File: config.mk
export PLATFORM = sky130hd
export DESIGN_NAME = rx_bit_sampler_flat
export DESIGN_NICKNAME = d
export VERILOG_FILES = /design/src/rtl/rx_bit_sampler_if.sv /design/src/rtl/rx_bit_sampler.sv /design/src/flat_wrapper.sv
export SDC_FILE = /design/constraint.sdc
export NUM_CORES = 1
export LEC_CHECK = 0
export ABC_AREA = 1
export CAP_MARGIN = 20
export CORE_MARGIN = 3
export CORE_UTILIZATION = 40
export DETAILED_ROUTE_END_ITERATION = 7
export PLACE_DENSITY = 0.67
export SETUP_SLACK_MARGIN = 0.4
export SLEW_MARGIN = 40
export SYNTH_ARGS = -nofsm -noshare
export SYNTH_HDL_FRONTEND = slang
export SYNTH_SLANG_ARGS = --single-unit
File: constraint.sdc
create_clock -name clock -period 1.4 [get_ports clock]
set_input_delay 0.14 -clock clock [delete_from_list [all_inputs] [get_ports clock]]
set_output_delay 0.14 -clock clock [all_outputs]
set_load 0.01 [all_outputs]
File: src/rtl/rx_bit_sampler_if.sv
// Signal bundle between a baud-rate source / line driver and rx_bit_sampler.
// The debug view of the sampler FSM (fsm_state) travels with the bus.
interface rx_bit_sampler_if;
  // Handshake: rx_data_signal and start_check are valid-only strobes with no
  // ready; each is high for exactly one clock and its payload (rx_bit,
  // bit_index, stop_check) is stable in that cycle and held until the next strobe.
  logic       baud_tick;
  logic       rx_enable;
  logic       rx_in;
  logic       rx_bit;
  logic       rx_data_signal;
  logic       start_check;
  logic [3:0] bit_index;
  logic       stop_check;
  logic       framing_error;
  logic       busy;
  logic [2:0] fsm_state;

  modport master (
    output baud_tick, rx_enable, rx_in,
    input  rx_bit, rx_data_signal, start_check, bit_index,
           stop_check, framing_error, busy, fsm_state
  );

  modport slave (
    input  baud_tick, rx_enable, rx_in,
    output rx_bit, rx_data_signal, start_check, bit_index,
           stop_check, framing_error, busy, fsm_state
  );
endinterface

File: src/rtl/rx_bit_sampler.sv
// Oversampling UART bit sampler: start/data/parity/stop bit decisions at mid-bit.
// Optional macro RX_MAJORITY_VOTE_EN: 2-of-3 vote over ticks SP..SP+2.
module rx_bit_sampler #(
  parameter int OVERSAMPLE = 16,
  parameter int DATA_BITS  = 8
) (
  input logic          clock,
  input logic          reset,
  rx_bit_sampler_if.slave bus
);

  localparam int CNT_W = $clog2(OVERSAMPLE);
  localparam logic [CNT_W-1:0] CNT_LAST = CNT_W'(OVERSAMPLE - 1);
  localparam logic [CNT_W-1:0] SP       = CNT_W'(OVERSAMPLE / 2 - 1);
`ifdef RX_MAJORITY_VOTE_EN
  localparam logic [CNT_W-1:0] SP1      = CNT_W'(OVERSAMPLE / 2);
  localparam logic [CNT_W-1:0] DEC_PT   = CNT_W'(OVERSAMPLE / 2 + 1);
`else
  localparam logic [CNT_W-1:0] DEC_PT   = SP;
`endif
  localparam logic [3:0] LAST_DATA = 4'(DATA_BITS - 1);
  localparam logic [3:0] PAR_IDX   = 4'(DATA_BITS);
  localparam logic [3:0] STOP_IDX  = 4'(DATA_BITS + 1);

  typedef enum logic [2:0] {
    ST_IDLE   = 3'd0,
    ST_START  = 3'd1,
    ST_DATA   = 3'd2,
    ST_PARITY = 3'd3,
    ST_STOP   = 3'd4
  } state_t;

  state_t           state, next_state;
  logic             rx_q1, rx_s, rx_s_d;
  logic             fell;
  logic [CNT_W-1:0] tick_cnt;
  logic [3:0]       bit_cnt;
  logic             decide;
  logic             sample_bit;

  logic             start_d, data_d, stop_d;
  logic [3:0]       idx_d;
  logic             rx_bit_q, data_q, start_q, stop_check_q, fe_q;
  logic [3:0]       idx_q;

  // rx_s_d is the previous synchronized level, used only for edge detection
  always_ff @(posedge clock or posedge reset) begin
    if (reset) begin
      rx_q1  <= 1'b1;
      rx_s   <= 1'b1;
      rx_s_d <= 1'b1;
    end else begin
      rx_q1  <= bus.rx_in;
      rx_s   <= rx_q1;
      rx_s_d <= rx_s;
    end
  end

  assign fell = rx_s_d & ~rx_s;

  // The tick counter runs freely across bit boundaries so every later
  // decision lands OVERSAMPLE ticks after the previous one.
  always_ff @(posedge clock or posedge reset) begin
    if (reset) begin
      tick_cnt <= '0;
    end else if (state == ST_IDLE || !bus.rx_enable) begin
      tick_cnt <= '0;
    end else if (bus.baud_tick) begin
      tick_cnt <= (tick_cnt == CNT_LAST) ? '0 : tick_cnt + 1'b1;
    end
  end

  assign decide = bus.baud_tick && (tick_cnt == DEC_PT) && bus.rx_enable &&
                  (state != ST_IDLE);

`ifdef RX_MAJORITY_VOTE_EN
  logic vote_a, vote_b;

  always_ff @(posedge clock or posedge reset) begin
    if (reset) begin
      vote_a <= 1'b1;
      vote_b <= 1'b1;
    end else if (bus.baud_tick) begin
      if (tick_cnt == SP)  vote_a <= rx_s;
      if (tick_cnt == SP1) vote_b <= rx_s;
    end
  end

  assign sample_bit = (vote_a & vote_b) | (vote_a & rx_s) | (vote_b & rx_s);
`else
  assign sample_bit = rx_s;
`endif

  // Data bit position; cleared whenever the frame is not in its data phase
  always_ff @(posedge clock or posedge reset) begin
    if (reset) begin
      bit_cnt <= 4'd0;
    end else if (state != ST_DATA) begin
      bit_cnt <= 4'd0;
    end else if (decide) begin
      bit_cnt <= bit_cnt + 4'd1;
    end
  end

  always_ff @(posedge clock or posedge reset) begin
    if (reset) state <= ST_IDLE;
    else       state <= next_state;
  end

  always_comb begin
    next_state = state;
    case (state)
      ST_IDLE:   if (bus.rx_enable && fell) next_state = ST_START;
      ST_START:  if (!bus.rx_enable) next_state = ST_IDLE;
                 else if (decide)    next_state = sample_bit ? ST_IDLE : ST_DATA;
      ST_DATA:   if (!bus.rx_enable) next_state = ST_IDLE;
                 else if (decide && bit_cnt == LAST_DATA) next_state = ST_PARITY;
      ST_PARITY: if (!bus.rx_enable) next_state = ST_IDLE;
                 else if (decide)    next_state = ST_STOP;
      ST_STOP:   if (!bus.rx_enable || decide) next_state = ST_IDLE;
      default:   next_state = ST_IDLE;
    endcase
  end

  always_comb begin
    start_d = 1'b0;
    data_d  = 1'b0;
    idx_d   = 4'd0;
    case (state)
      ST_START:  start_d = decide & ~sample_bit;
      ST_DATA:   begin data_d = decide; idx_d = bit_cnt;  end
      ST_PARITY: begin data_d = decide; idx_d = PAR_IDX;  end
      ST_STOP:   begin data_d = decide; idx_d = STOP_IDX; end
      default:   ;
    endcase
    stop_d = data_d && (state == ST_STOP);
  end

  // framing_error trails the stop strobe by one clock so no two strobes coincide
  always_ff @(posedge clock or posedge reset) begin
    if (reset) begin
      rx_bit_q     <= 1'b1;
      data_q       <= 1'b0;
      start_q      <= 1'b0;
      idx_q        <= 4'd0;
      stop_check_q <= 1'b0;
      fe_q         <= 1'b0;
    end else begin
      start_q <= start_d;
      data_q  <= data_d;
      if (data_d) begin
        rx_bit_q <= sample_bit;
        idx_q    <= idx_d;
      end
      if (stop_d) stop_check_q <= sample_bit;
      fe_q <= data_q && (idx_q == STOP_IDX) && !stop_check_q && bus.rx_enable;
    end
  end

  assign bus.rx_bit         = rx_bit_q;
  assign bus.rx_data_signal = data_q;
  assign bus.start_check    = start_q;
  assign bus.bit_index      = idx_q;
  assign bus.stop_check     = stop_check_q;
  assign bus.framing_error  = fe_q;
  assign bus.busy           = (state != ST_IDLE);
  assign bus.fsm_state      = state;

endmodule

File: src/flat_wrapper.sv
// flat-port wrapper written by rule: the top's interface ports become plain ports
module rx_bit_sampler_flat 
#(
  parameter int OVERSAMPLE = 16,
  parameter int DATA_BITS  = 8
)
  (clock, reset, bus_baud_tick, bus_rx_enable, bus_rx_in, bus_rx_bit, bus_rx_data_signal, bus_start_check, bus_bit_index, bus_stop_check, bus_framing_error, bus_busy, bus_fsm_state);
  rx_bit_sampler_if bus_i ();
  input logic clock;
  input logic reset;
  input wire logic [$bits(bus_i.baud_tick)-1:0] bus_baud_tick;
  input wire logic [$bits(bus_i.rx_enable)-1:0] bus_rx_enable;
  input wire logic [$bits(bus_i.rx_in)-1:0] bus_rx_in;
  output wire logic [$bits(bus_i.rx_bit)-1:0] bus_rx_bit;
  output wire logic [$bits(bus_i.rx_data_signal)-1:0] bus_rx_data_signal;
  output wire logic [$bits(bus_i.start_check)-1:0] bus_start_check;
  output wire logic [$bits(bus_i.bit_index)-1:0] bus_bit_index;
  output wire logic [$bits(bus_i.stop_check)-1:0] bus_stop_check;
  output wire logic [$bits(bus_i.framing_error)-1:0] bus_framing_error;
  output wire logic [$bits(bus_i.busy)-1:0] bus_busy;
  output wire logic [$bits(bus_i.fsm_state)-1:0] bus_fsm_state;
  assign bus_i.baud_tick = bus_baud_tick;
  assign bus_i.rx_enable = bus_rx_enable;
  assign bus_i.rx_in = bus_rx_in;
  assign bus_rx_bit = bus_i.rx_bit;
  assign bus_rx_data_signal = bus_i.rx_data_signal;
  assign bus_start_check = bus_i.start_check;
  assign bus_bit_index = bus_i.bit_index;
  assign bus_stop_check = bus_i.stop_check;
  assign bus_framing_error = bus_i.framing_error;
  assign bus_busy = bus_i.busy;
  assign bus_fsm_state = bus_i.fsm_state;
  rx_bit_sampler #(.OVERSAMPLE(OVERSAMPLE), .DATA_BITS(DATA_BITS)) u_core (.clock(clock), .reset(reset), .bus(bus_i));
endmodule
==> flow_metrics.env, run 1 <==
export IMPL_status="finished clean"
export IMPL_initial_core_util_pct=44.2
export IMPL_yosysSeqAreaShare_pct=50.3
export IMPL_cts_buffers_inserted=3
export IMPL_yosysTopAreaCell="dfrtp_1"
export IMPL_switching_share_pct=37.0
export IMPL_skew_ps=3.81
export IMPL_p_leak_nw=0.872
export IMPL_synth_xor_area_share_pct=0
export IMPL_core_area_mm2=0.00261
export IMPL_dieHeight_um=59.7
export IMPL_gp_congestion=0.757
export IMPL_ant_nets=0
export IMPL_antenna_found_initial=0
export IMPL_finalNonFillerCells=210
export IMPL_grt_max_degree=24
export IMPL_worst_ir_drop_vdd_mv=0.904
export IMPL_power_switching_mw=0.758
export IMPL_synth_cells=129
export IMPL_path_max_fanout=5
export IMPL_viasPerCell=5.15
export IMPL_critPathLaunch="u_core.bus.fsm_state[1]"
export IMPL_slew_headroom_pct=80.7
export IMPL_power_frac_clock_pct=14.3
export IMPL_layout_commonest_cell="nand2_1"
export IMPL_setup_slack_ps=97.8
export IMPL_synth_compound_area_share_pct=8.13
export IMPL_ys_ff_latch=23
export IMPL_cp_end_kind="flip-flop"
export IMPL_finalNetCount=188
export IMPL_path_clk_slew_ps=120
export IMPL_synth_top_family_by_area="simple AND/OR/NAND/NOR gates"
export IMPL_area_growth_pct=47.3
export IMPL_synth_fp_nets=136
export IMPL_min_period_ps=1300
export IMPL_fin_util_pct=65.0
export IMPL_cts_sinks=23
export IMPL_diodes=0
export IMPL_grt_pass1_wl_um=4630
export IMPL_power_density_mw_per_mm2=1200
export IMPL_track_usage_pct=17.2
export IMPL_syn_avg_cell_area_um2=8.94
export IMPL_finalMaxSlewViolations=0
export IMPL_finalSetupViolCount=0
export IMPL_cts_tree="done"
export IMPL_drive_gt1_share_pct=48.9
export IMPL_path_class="flip-flop to flip-flop"
export IMPL_first_pass_iters=4
export IMPL_root_buffer="clkbuf_4"
export IMPL_dp_hpwl_um=1810
export IMPL_max_freq_ghz=0.768
export IMPL_tightest_slew_ps=289
export IMPL_yosysWarnings=0
export IMPL_cp_arrival_ps=1490
export IMPL_period_share_pct=93.0
export IMPL_required_ps=1590
export IMPL_netlist_area_leader_share_pct=41.2
export IMPL_die_w_um=59.7
export IMPL_overflow=0
export IMPL_hold_viol_final=0
export IMPL_vias=1082
export IMPL_maxCapViolations=0
export IMPL_start_kind="flip-flop"
export IMPL_synth_area_mux_share_pct=0
export IMPL_synth_adder_area_share_pct=2.17
export IMPL_placed_area_mm2=0.00143
export IMPL_drc=0
export IMPL_io_pins=18
export IMPL_cts_max_level=1
export IMPL_insertion_delay_ps=300
export IMPL_comb_power_share_pct=48.2
export IMPL_dr_first_iter_drc_count=41
export IMPL_grt_pass1_vias=1100
export IMPL_std_cell_rows=18
export IMPL_yosysUniqueCellTypes=29
export IMPL_numPortBuffers=17
export IMPL_p_int_mw=1.29
export IMPL_cts_buffer_depth=2
export IMPL_synthTopCellsByArea="dfrtp_1 41%, nand2_1 12%, dfstp_2 9.1%"
export IMPL_sequentialPowerShare_pct=37.5
export IMPL_finalWirelength_um=2880
export IMPL_r2r_start="u_core.bus.fsm_state[1]"
export IMPL_mostFrequentLayoutCells="30 x nand2_1, 25 x buf_4, 16 x dfrtp_1"
export IMPL_postLayoutCellArea_mm2=0.00170
export IMPL_synthSimpleGateAreaFrac_pct=33.4
export IMPL_dieArea_mm2=0.00356
export IMPL_post_drt_wl_per_cell_um=13.7
export IMPL_place_inst=181
export IMPL_rsz0062_at_grt="yes"
export IMPL_min_path_type="primary input to asynchronous set/reset pin"
export IMPL_cts_hold_fix_buffers=0
export IMPL_syn_area_mm2=0.00115
export IMPL_pre_cts_ws_ps=-49.1
timing repair:
item / CTS / global route
resized for setup: 72 / 14
setup buffers: 18 / 5
pin swaps: 7 / 6
gates cloned: 1 / 1
endpoints found under the hold margin: 0 / 0
endpoints found under the setup margin: 32 / 31
power groups by stage:
stage               clock network (mW)  registers (mW)  logic, mW
global placement                     0           0.804      0.650
finish                           0.293           0.768      0.986
global route                     0.337           0.774       1.05
detailed placement                   0           0.807      0.665
floorplan                            0           0.808      0.433
CTS                              0.312           0.763      0.859
registers in the layout, summed over array words and instances, names as in the netlist:
| signal | flops |
|---|---|
| u_core.bus.rx_bit | 1 |
| u_core.rx_s | 1 |
| u_core.bus.rx_data_signal | 1 |
| u_core.bit_cnt | 4 |
| u_core.bus.framing_error | 1 |
| u_core.bus.fsm_state | 3 |
| u_core.bus.stop_check | 1 |
| u_core.rx_q1 | 1 |
| u_core.bus.start_check | 1 |
| u_core.tick_cnt | 4 |
| u_core.rx_s_d | 1 |
| u_core.bus.bit_index | 4 |
cells in the mapped netlist:
cell type / instances
nand2_1: 37
nor2_8: 1
a31o_2: 1
nor2_2: 2
buf_2: 1
inv_2: 4
a21oi_1: 5
nor3b_1: 1
nor2_1: 7
nand3b_1: 2
a21oi_2: 1
o21ai_4: 1
nand3_2: 1
nand3_1: 14
ha_1: 2
dfrtp_1: 19
nor4_1: 1
nor3_2: 1
nand2_4: 1
nand4_1: 3
buf_6: 1
dfstp_2: 4
inv_1: 8
nand2_8: 1
nand4_2: 1
o21ai_0: 1
buf_4: 1
o21ai_1: 6
nand2_2: 1
final cells by class:
type                    instances  area (um^2)
fillers                       225          913
multi-input cells              91          603
flip-flops and latches         23          584
repair buffers                 50          398
inverters                      12         50.0
well taps                      30         37.5
clock buffers                   4         26.3
critical path, cell delays in order (launching register included):
cell and delay, ps:
dfrtp_2 450, buf_6 140, nand2_4 70, nor2_4 40, buf_6 120, buf_4 130
a21oi_1 160, o21ai_1 90
metrics by stage:
step | setup TNS [ps] | hold slack (ps) | power, mW
final | 0 | 162 | 2.05
after global routing | 0 | 185 | 2.17
after CTS | 0 | 158 | 1.93
after detailed placement | -195 | 351 | 1.47
after global placement | -132 | 348 | 1.45
after floorplan | 0 | 139 | 1.24
worst paths after layout:
| kind | end | slack [ps] | cells after the start |
|---|---|---|---|
| max | u_core.bus.bit_index[3] | 100 | 7 |
| min | u_core.tick_cnt[0] | 160 | 3 |
| max reg2reg | u_core.bus.bit_index[3] | 100 | 7 |
| min reg2reg | u_core.rx_s | 370 | 0 |
| max in group asynchronous | u_core.bus.rx_bit | 960 | 3 |
| min in group clock | u_core.rx_q1 | 230 | 1 |
routing by layer:
metal  GRT usage [%]  vias up  routed length [um]
li1                -      528                   -
met1            19.3      525                1140
met2            31.2       21                1600
met3            2.38        8                  78
met4            8.54        0                  66
met5               0        -                   0
cells by family (layout without fill, tap and decap cells):
logic type | Yosys count | in the layout
simple gates | 74 | 74
flops | 23 | 23
compound gates | 15 | 15
buf+inv | 15 | 66
fa+ha+maj | 2 | 2
No activity file was read; power rests on OpenSTA's default activity.
==> run 2, diff against run 1 <==
--- a/config.mk
+++ b/config.mk
@@ -6,7 +6,6 @@
 export NUM_CORES = 1
 export LEC_CHECK = 0
 export ABC_AREA = 1
-export CAP_MARGIN = 20
 export CORE_MARGIN = 3
 export CORE_UTILIZATION = 40
 export DETAILED_ROUTE_END_ITERATION = 7
==> results of run 2 <==
Same layout as run 1: the final DEF is identical, and so are final timing and power.
